===== config.mk =====
export PLATFORM = sky130hd
export DESIGN_NAME = taillight_sequencer_flat
export DESIGN_NICKNAME = d
export VERILOG_FILES = /design/src/rtl/taillight_if.sv /design/src/rtl/taillight_sequencer.sv /design/src/flat_wrapper.sv
export SDC_FILE = /design/constraint.sdc
export NUM_CORES = 1
export LEC_CHECK = 0
export ABC_AREA = 1
export BUFFER_PORTS_ARGS = -buffer_cell sky130_fd_sc_hd__buf_2
export CAP_MARGIN = 20
export CELL_PAD_IN_SITES_DETAIL_PLACEMENT = 2
export CELL_PAD_IN_SITES_GLOBAL_PLACEMENT = 2
export CORE_MARGIN = 3
export CORE_UTILIZATION = 20
export DETAILED_ROUTE_END_ITERATION = 16
export PLACE_DENSITY = 0.74
export SETUP_SLACK_MARGIN = 0.15
export SLEW_MARGIN = 20
export SYNTH_ARGS = -nofsm -noshare
export SYNTH_HDL_FRONTEND = slang
export SYNTH_SLANG_ARGS = --single-unit
export TNS_END_PERCENT = 10

===== constraint.sdc =====
create_clock -name clk -period 0.83 [get_ports clk]
set_input_delay 0.1245 -clock clk [delete_from_list [all_inputs] [get_ports clk]]
set_output_delay 0.1245 -clock clk [all_outputs]
set_load 0.05 [all_outputs]

===== src/rtl/taillight_if.sv =====
// Request and lamp-drive signals between the driver-input synchronisers
// and the tail-light sequencer.
interface taillight_if;
   logic left;
   logic right;
   logic hazard;
   logic brake;
   logic la;
   logic lb;
   logic lc;
   logic ra;
   logic rb;
   logic rc;
   logic busy;

   modport master (
      output left, right, hazard, brake,
      input  la, lb, lc, ra, rb, rc, busy
   );

   modport slave (
      input  left, right, hazard, brake,
      output la, lb, lc, ra, rb, rc, busy
   );
endinterface


===== src/rtl/taillight_sequencer.sv =====
// Tail-light sequencer: arbitrates turn, hazard and brake requests and paces
// the sweep animation with a free-running prescaler of TICK_DIV cycles per step.
module taillight_sequencer #(
   parameter int TICK_DIV = 4
) (
   input logic       clk,
   input logic       reset,
   taillight_if.slave bus
);

   localparam int CNT_W = (TICK_DIV > 2) ? $clog2(TICK_DIV) : 1;
   localparam logic [CNT_W-1:0] CNT_LAST = CNT_W'(TICK_DIV - 1);

   typedef enum logic [3:0] {
      IDLE = 4'd0,
      L1   = 4'd1,
      L2   = 4'd2,
      L3   = 4'd3,
      R1   = 4'd4,
      R2   = 4'd5,
      R3   = 4'd6,
      HON  = 4'd7,
      HOFF = 4'd8
   } state_t;

   state_t           state;
   logic [CNT_W-1:0] cnt;
   logic             tick;
   logic             haz;
   logic [2:0]       left_pat;
   logic [2:0]       right_pat;

   assign tick = (cnt == CNT_LAST);
   assign haz  = bus.hazard | (bus.left & bus.right);

   // NOTE: sequential state uses non-blocking assignments so every register
   // samples pre-edge values regardless of statement order.
   always_ff @(posedge clk) begin
      if (reset) begin
         state <= IDLE;
         cnt   <= '0;
      end else begin
         cnt <= tick ? '0 : cnt + CNT_W'(1);
         if (tick) begin
            if (state == HON) begin
               state <= HOFF;
            end else if (haz) begin
               state <= HON;
            end else begin
               // haz is low here, so left and right are never both set in IDLE
               case (state)
                  IDLE: begin
                     if (bus.left)       state <= L1;
                     else if (bus.right) state <= R1;
                     else                state <= IDLE;
                  end
                  L1:      state <= L2;
                  L2:      state <= L3;
                  L3:      state <= IDLE;
                  R1:      state <= R2;
                  R2:      state <= R3;
                  R3:      state <= IDLE;
                  HOFF:    state <= IDLE;
                  default: state <= IDLE;
               endcase
            end
         end
      end
   end

   // NOTE: both patterns get a default before the case so no latch is inferred.
   always_comb begin
      left_pat  = 3'b000;
      right_pat = 3'b000;

      case (state)
         L1:      left_pat = 3'b100;
         L2:      left_pat = 3'b110;
         L3:      left_pat = 3'b111;
         default: left_pat = (bus.brake || state == HON) ? 3'b111 : 3'b000;
      endcase

      // Brake overrides only a side that is not sweeping
      case (state)
         R1:      right_pat = 3'b100;
         R2:      right_pat = 3'b110;
         R3:      right_pat = 3'b111;
         default: right_pat = (bus.brake || state == HON) ? 3'b111 : 3'b000;
      endcase
   end

   assign bus.la   = left_pat[2];
   assign bus.lb   = left_pat[1];
   assign bus.lc   = left_pat[0];
   assign bus.ra   = right_pat[2];
   assign bus.rb   = right_pat[1];
   assign bus.rc   = right_pat[0];
   assign bus.busy = (state != IDLE);

endmodule


===== src/flat_wrapper.sv =====
// flat-port wrapper written by rule: the top's interface ports become plain ports
module taillight_sequencer_flat 
#(
   parameter int TICK_DIV = 4
)
  (clk, reset, bus_left, bus_right, bus_hazard, bus_brake, bus_la, bus_lb, bus_lc, bus_ra, bus_rb, bus_rc, bus_busy);
  taillight_if bus_i ();
  input logic clk;
  input logic reset;
  input wire logic [$bits(bus_i.left)-1:0] bus_left;
  input wire logic [$bits(bus_i.right)-1:0] bus_right;
  input wire logic [$bits(bus_i.hazard)-1:0] bus_hazard;
  input wire logic [$bits(bus_i.brake)-1:0] bus_brake;
  output wire logic [$bits(bus_i.la)-1:0] bus_la;
  output wire logic [$bits(bus_i.lb)-1:0] bus_lb;
  output wire logic [$bits(bus_i.lc)-1:0] bus_lc;
  output wire logic [$bits(bus_i.ra)-1:0] bus_ra;
  output wire logic [$bits(bus_i.rb)-1:0] bus_rb;
  output wire logic [$bits(bus_i.rc)-1:0] bus_rc;
  output wire logic [$bits(bus_i.busy)-1:0] bus_busy;
  assign bus_i.left = bus_left;
  assign bus_i.right = bus_right;
  assign bus_i.hazard = bus_hazard;
  assign bus_i.brake = bus_brake;
  assign bus_la = bus_i.la;
  assign bus_lb = bus_i.lb;
  assign bus_lc = bus_i.lc;
  assign bus_ra = bus_i.ra;
  assign bus_rb = bus_i.rb;
  assign bus_rc = bus_i.rc;
  assign bus_busy = bus_i.busy;
  taillight_sequencer #(.TICK_DIV(TICK_DIV)) u_core (.clk(clk), .reset(reset), .bus(bus_i));
endmodule

==> flow_summary.json, run 1 <==
{
  "cts_tree": "done",
  "hold_viol": 0,
  "htreeDepth": 1,
  "yosysWarnings": 0,
  "grt_usage_pct": 13.7,
  "clk_pin_slew_ns": 0.04,
  "setup-violations-final": 12,
  "synth_cell_types": 13,
  "min_period_over_period_pct": 166,
  "place.gp.congestion": 0.730,
  "syn-num-nets": 74,
  "dp_hpwl_um": 1160,
  "rsz0062_at_grt": "true",
  "synth_common_cells": "22 x nand2_1, 15 x inv_1, 8 x nor2_1",
  "drt-initial-drc-count": 2,
  "netlist_top_cells_area": "dfxtp_1 30%, nand2_1 21%, inv_1 14%, nor2_1 7.6%, o21ai_0 5.0%",
  "core_area_um2": 1800,
  "die_h_um": 50.5,
  "wirelength_um": 1540,
  "initial_core_util_pct": 22.0,
  "syn_to_final_growth_pct": 99.4,
  "setup_tns_ns": -4.58,
  "num_io_pins": 13,
  "clk_path_buf_depth": 2,
  "fin_hold_ws_ns": 0.132,
  "wl_per_cell_um": 12.7,
  "max_freq_mhz": 725,
  "port-buffer-count": 12,
  "cts_buffers": 3,
  "violations": "negative setup slack",
  "synth_edf_count": 0,
  "finalNetCount": 105,
  "cp.arrival_ns": 1.25,
  "outcome": "complete, but fails checks",
  "relSlewSlack_pct": 82.6,
  "drive_gt1_share_pct": 66.7,
  "cts_sinks": 6,
  "synth_area_um2": 397,
  "cellLeakagePower_nw": 0.394,
  "setup_slack_ns": -0.549,
  "antenna_found_initial": 0,
  "antenna_left": 0,
  "syn_area_per_cell_um2": 5.92,
  "crit_fanout": 3,
  "drtPass1Iterations": 2,
  "via_per_inst": 4.22,
  "grt_max_degree": 6,
  "syn_inst": 67,
  "drv_cap": 0,
  "hold_class": "input port to flip-flop",
  "dieArea_um2": 2550,
  "die_x_um": 50.5,
  "path_class": "flip-flop to primary output",
  "diodes": 0,
  "synth_top_area_share_pct": 30.3,
  "critPathLaunchType": "flip-flop",
  "yosysTopAreaCell": "dfxtp_1",
  "period_minus_slack_ns": 1.38,
  "grt_pass1_vias": 577,
  "endpoint_kind": "primary output",
  "worst-slew-pin-transition_ns": 0.261,
  "clock_latency_ns": 0.24,
  "ctsHoldBuffers": 0,
  "fin_worst_skew_ns": 0.00128,
  "max-vdd-ir-drop_uv": 1040,
  "synth_seq_area_share_pct": 30.3,
  "synthArstFlopShare_pct": 0,
  "grt_overflow": 0,
  "power_density_nw_per_um2": 1500,
  "clockRootBuffer": "clkbuf_4",
  "synth.ff_latch_count": 6,
  "final_max_slew_viol_count": 0,
  "vias": 511,
  "yosysMostFrequentCell": "nand2_1",
  "num_rows": 15,
  "grt_pass1_wl_um": 2570,
  "drc": 0,
  "cp.required_ns": 0.71,
  "synth_ff_type": "dfxtp_1"
}
[logic make-up after synthesis]
family                     after synthesis  synth area share (%)
buffers and inverters                   15                  14.2
and+or+nand+nor                         37                  41.6
adders and majority gates                1                  3.15
DFF                                      6                  30.3
AOI/OAI and AO/OA                        8                  10.7
[cell type report]
class | count | area [µm²]
Fill cell | 225 | 1010
Multi-Input combinational cell | 46 | 330
Timing Repair Buffer | 26 | 209
Sequential cell | 6 | 131
Inverter | 15 | 66.3
Tap cell | 25 | 31.3
Clock buffer | 3 | 22.5
[through the flow]
stage	cells	power, mW	setup slack [ns]	cell area (µm²)	utilization (%)
2_1_floorplan	67	0.676	-0.230	465	-
3_3_place_gp	116	0.807	-0.398	647	35.9
3_5_place_dp	116	0.825	-0.418	647	35.9
4_1_cts	121	1.20	-0.538	774	43.0
5_1_grt	121	1.27	-0.618	791	43.9
6_report	121	1.18	-0.549	791	43.9
[worst paths after layout]
| kind | start | end | slack (ns) | depth (start not counted) |
|---|---|---|---|---|
| setup / recovery | u_core.state[2]$_SDFFE_PP0P_ | bus_lc | -0.55 | 5 |
| hold / removal | reset | u_core.state[3]$_SDFFE_PP0P_ | 0.13 | 2 |
| setup reg to reg | u_core.state[2]$_SDFFE_PP0P_ | u_core.state[2]$_SDFFE_PP0P_ | -0.29 | 8 |
| hold reg to reg | u_core.cnt[0]$_SDFF_PP0_ | u_core.cnt[0]$_SDFF_PP0_ | 0.43 | 1 |
[worst max-delay path: stages (launching register included)]
cell	delay (ns)
dfxtp_4	0.35
nor2_1	0.19
nand2_1	0.15
nand2_4	0.11
o21ai_4	0.06
buf_6	0.15
[sequential cells by signal, indices dropped and copies added (netlist names)]
register,count
u_core.cnt,2
u_core.state,4
[metal layers]
layer / track usage [%] / part of all wire, % / vias to the layer above
met5: 0 / 0 / -
met4: 2.69 / 0 / 0
met3: 2.67 / 2.6 / 0
met2: 28.0 / 57 / 9
met1: 13.8 / 40 / 242
li1: - / - / 260
[layout by cell type, fill, tap and decap left out]
| cell type | synthesis | final |
|---|---|---|
| buf_2 | 0 | 5 |
| clkbuf_4 | 0 | 3 |
| inv_4 | 0 | 4 |
| o211ai_1 | 1 | 1 |
| inv_2 | 0 | 4 |
| buf_8 | 0 | 2 |
| nor2_4 | 1 | 2 |
| nor3b_2 | 1 | 1 |
| o21ai_4 | 0 | 3 |
| dfxtp_2 | 0 | 3 |
| dfxtp_1 | 6 | 1 |
| nand3_2 | 0 | 1 |
| nand2_4 | 0 | 1 |
| nor2_1 | 8 | 6 |
| buf_6 | 0 | 3 |
| nand2_2 | 2 | 6 |
| buf_4 | 0 | 16 |
| dfxtp_4 | 0 | 2 |
| inv_1 | 15 | 7 |
| nand2_1 | 22 | 16 |
| o21ai_2 | 0 | 1 |
| nand2_8 | 0 | 1 |
| nor2_2 | 1 | 2 |
| a21oi_2 | 0 | 3 |
| nand3_1 | 2 | 1 |
| ha_4 | 0 | 1 |
[timing repair]
item                                   CTS  global route
resized for setup                       29             6
setup endpoints to repair               13            13
pin swaps                                4             1
endpoints found under the hold margin    0             0
buffers inserted                         2             0
[report_power, final]
part	switching (mW)	internal, mW
sequential	0.0287	0.315
combinational	0.356	0.229
clock	0.0930	0.163
total	0.477	0.707
No activity file was read; power rests on OpenSTA's default activity.
==> run 2: changes to the inputs <==
--- a/config.mk
+++ b/config.mk
@@ -8,7 +8,7 @@
 export ABC_AREA = 1
 export BUFFER_PORTS_ARGS = -buffer_cell sky130_fd_sc_hd__buf_2
 export CAP_MARGIN = 20
-export CELL_PAD_IN_SITES_DETAIL_PLACEMENT = 2
+export CELL_PAD_IN_SITES_DETAIL_PLACEMENT = 0
 export CELL_PAD_IN_SITES_GLOBAL_PLACEMENT = 2
 export CORE_MARGIN = 3
 export CORE_UTILIZATION = 20
==> flow_summary.json, run 2 (same netlist as run 1, synthesis figures left out) <==
{
  "setup_tns_ns": -4.39,
  "drv_cap": 0,
  "cpMostUsedCell": "nand2_2",
  "antenna_left": 0,
  "final_max_slew_viol_count": 0,
  "outcome": "complete, but fails checks",
  "path_class": "flip-flop to primary output",
  "multi_input_area_um2": 328,
  "path_delay_family": "simple AND/OR/NAND/NOR gates",
  "antenna_found_initial": 0,
  "finalInstanceArea_um2": 796,
  "clk_pin_slew_ns": 0.05,
  "syn_to_final_growth_pct": 101,
  "largest-register": "u_core.state",
  "grt_usage_pct": 9.46,
  "cp.buffers_inverters": 2,
  "final_common_cell": "nand2_1",
  "cts_buffers": 3,
  "vias": 462,
  "layout_common_cells": "16 x nand2_1, 14 x buf_4, 7 x inv_1",
  "clockRootBuffer": "clkbuf_4",
  "die_x_um": 50.5,
  "cts_tree": "done",
  "die_h_um": 50.5,
  "cp_slowest_cell": "dfxtp_2",
  "dp_cells": 116,
  "worst-slew-pin-transition_ns": 0.244,
  "wl_per_cell_um": 8.35,
  "fin_worst_skew_ns": 0.00394,
  "max_stage_delay_ns": 0.34,
  "drc": 0,
  "crit_fanout": 3,
  "num_io_pins": 13,
  "drive_gt1_share_pct": 65.6,
  "ff_latch_area_um2": 130,
  "violations": "negative setup slack",
  "power_density_nw_per_um2": 1510,
  "place.gp.congestion": 0.730,
  "min_period_over_period_pct": 164,
  "crit_path_cell_trace": "inv_2 -> nor2_4 -> nand2_2 -> nand2_2 -> nand2_4 -> o21ai_4 -> buf_6",
  "cp.arrival_ns": 1.23,
  "fin_cells": 121,
  "dp_hpwl_um": 837,
  "cellLeakagePower_nw": 0.395,
  "drtPass1Iterations": 1,
  "largest_reg_flops": 4,
  "core_area_um2": 1800,
  "rsz0062_at_grt": "true",
  "grt_max_degree": 6,
  "htreeDepth": 1,
  "grt_pass1_wl_um": 1820,
  "finalNetCount": 105,
  "dieArea_um2": 2550,
  "clk_path_buf_depth": 2,
  "clock_latency_ns": 0.25,
  "via_per_inst": 3.82,
  "grt_pass1_vias": 420,
  "hold_class": "input port to flip-flop",
  "final.fill_count": 202,
  "port-buffer-count": 12,
  "place_ws_ns": -0.387,
  "endpoint_kind": "primary output",
  "max-vdd-ir-drop_uv": 952,
  "setup-violations-final": 11,
  "wirelength_um": 1010,
  "diodes": 0,
  "cp.required_ns": 0.71,
  "grt_overflow": 0,
  "drt-initial-drc-count": 0,
  "num_rows": 15,
  "initial_core_util_pct": 22.0,
  "hold_viol": 0,
  "relSlewSlack_pct": 83.7,
  "setup_slack_ns": -0.528,
  "dpl_cell_area_um2": 647,
  "period_minus_slack_ns": 1.36,
  "cts_sinks": 6,
  "reg.largest.list": "u_core.state x4, u_core.cnt x2",
  "max_freq_mhz": 736,
  "critPathLaunchType": "flip-flop"
}
[run 2: worst paths after layout]
kind / startpoint / to / slack, ns / cells after the start
hold / removal: reset / u_core.state[3]$_SDFFE_PP0P_ / 0.11 / 2
setup reg to reg: u_core.state[2]$_SDFFE_PP0P_ / u_core.state[1]$_SDFFE_PP0P_ / -0.26 / 8
setup / recovery: u_core.state[2]$_SDFFE_PP0P_ / bus_lc / -0.53 / 7
hold reg to reg: u_core.cnt[0]$_SDFF_PP0_ / u_core.cnt[0]$_SDFF_PP0_ / 0.42 / 1
[run 2: layout make-up]
class	count	share of cell area, %
Timing Repair Buffer	26	27.7
Inverter	15	8.02
Clock buffer	3	2.83
Tap cell	25	3.93
Sequential cell	6	16.4
Multi-Input combinational cell	46	41.2
[run 2: routing by layer]
| metal | vias to the layer above | track usage [%] | part of all wire, % |
|---|---|---|---|
| met5 | - | 0 | 0 |
| met2 | 11 | 15.7 | 48 |
| li1 | 261 | - | - |
| met1 | 190 | 11.2 | 46 |
| met4 | 0 | 2.69 | 0 |
| met3 | 0 | 3.86 | 5.8 |
[run 2: what timing repair did]
action	4_1_cts	5_1_grt
hold buffers	0	0
setup endpoints to repair	13	13
resized for setup	30	6
pin swaps	6	6
setup buffers	0	2
[run 2: worst reg2reg max path, cell delays in order, from the launching register on]
cell and delay [ns]:
dfxtp_2 0.34, inv_2 0.05, nor2_4 0.15, nand2_2 0.08, buf_4 0.14, nand2_2 0.06
nor2_2 0.05, nand2_1 0.06, nand2_1 0.05
[run 2: stage by stage]
step	util (%)	total power [mW]	hold slack, ns
floorplan	-	0.676	0.194
global placement	35.9	0.807	0.346
detailed placement	35.9	0.809	0.347
CTS	42.3	1.19	0.110
global route	44.2	1.28	0.119
finish	44.2	1.20	0.108
[run 2: report_power, final]
group,internal (mW),switching [mW],leakage [nW],total [mW]
Sequential,0.318,0.0258,0.0518,0.344
Clock,0.164,0.110,0.0138,0.274
Combinational,0.245,0.340,0.329,0.585
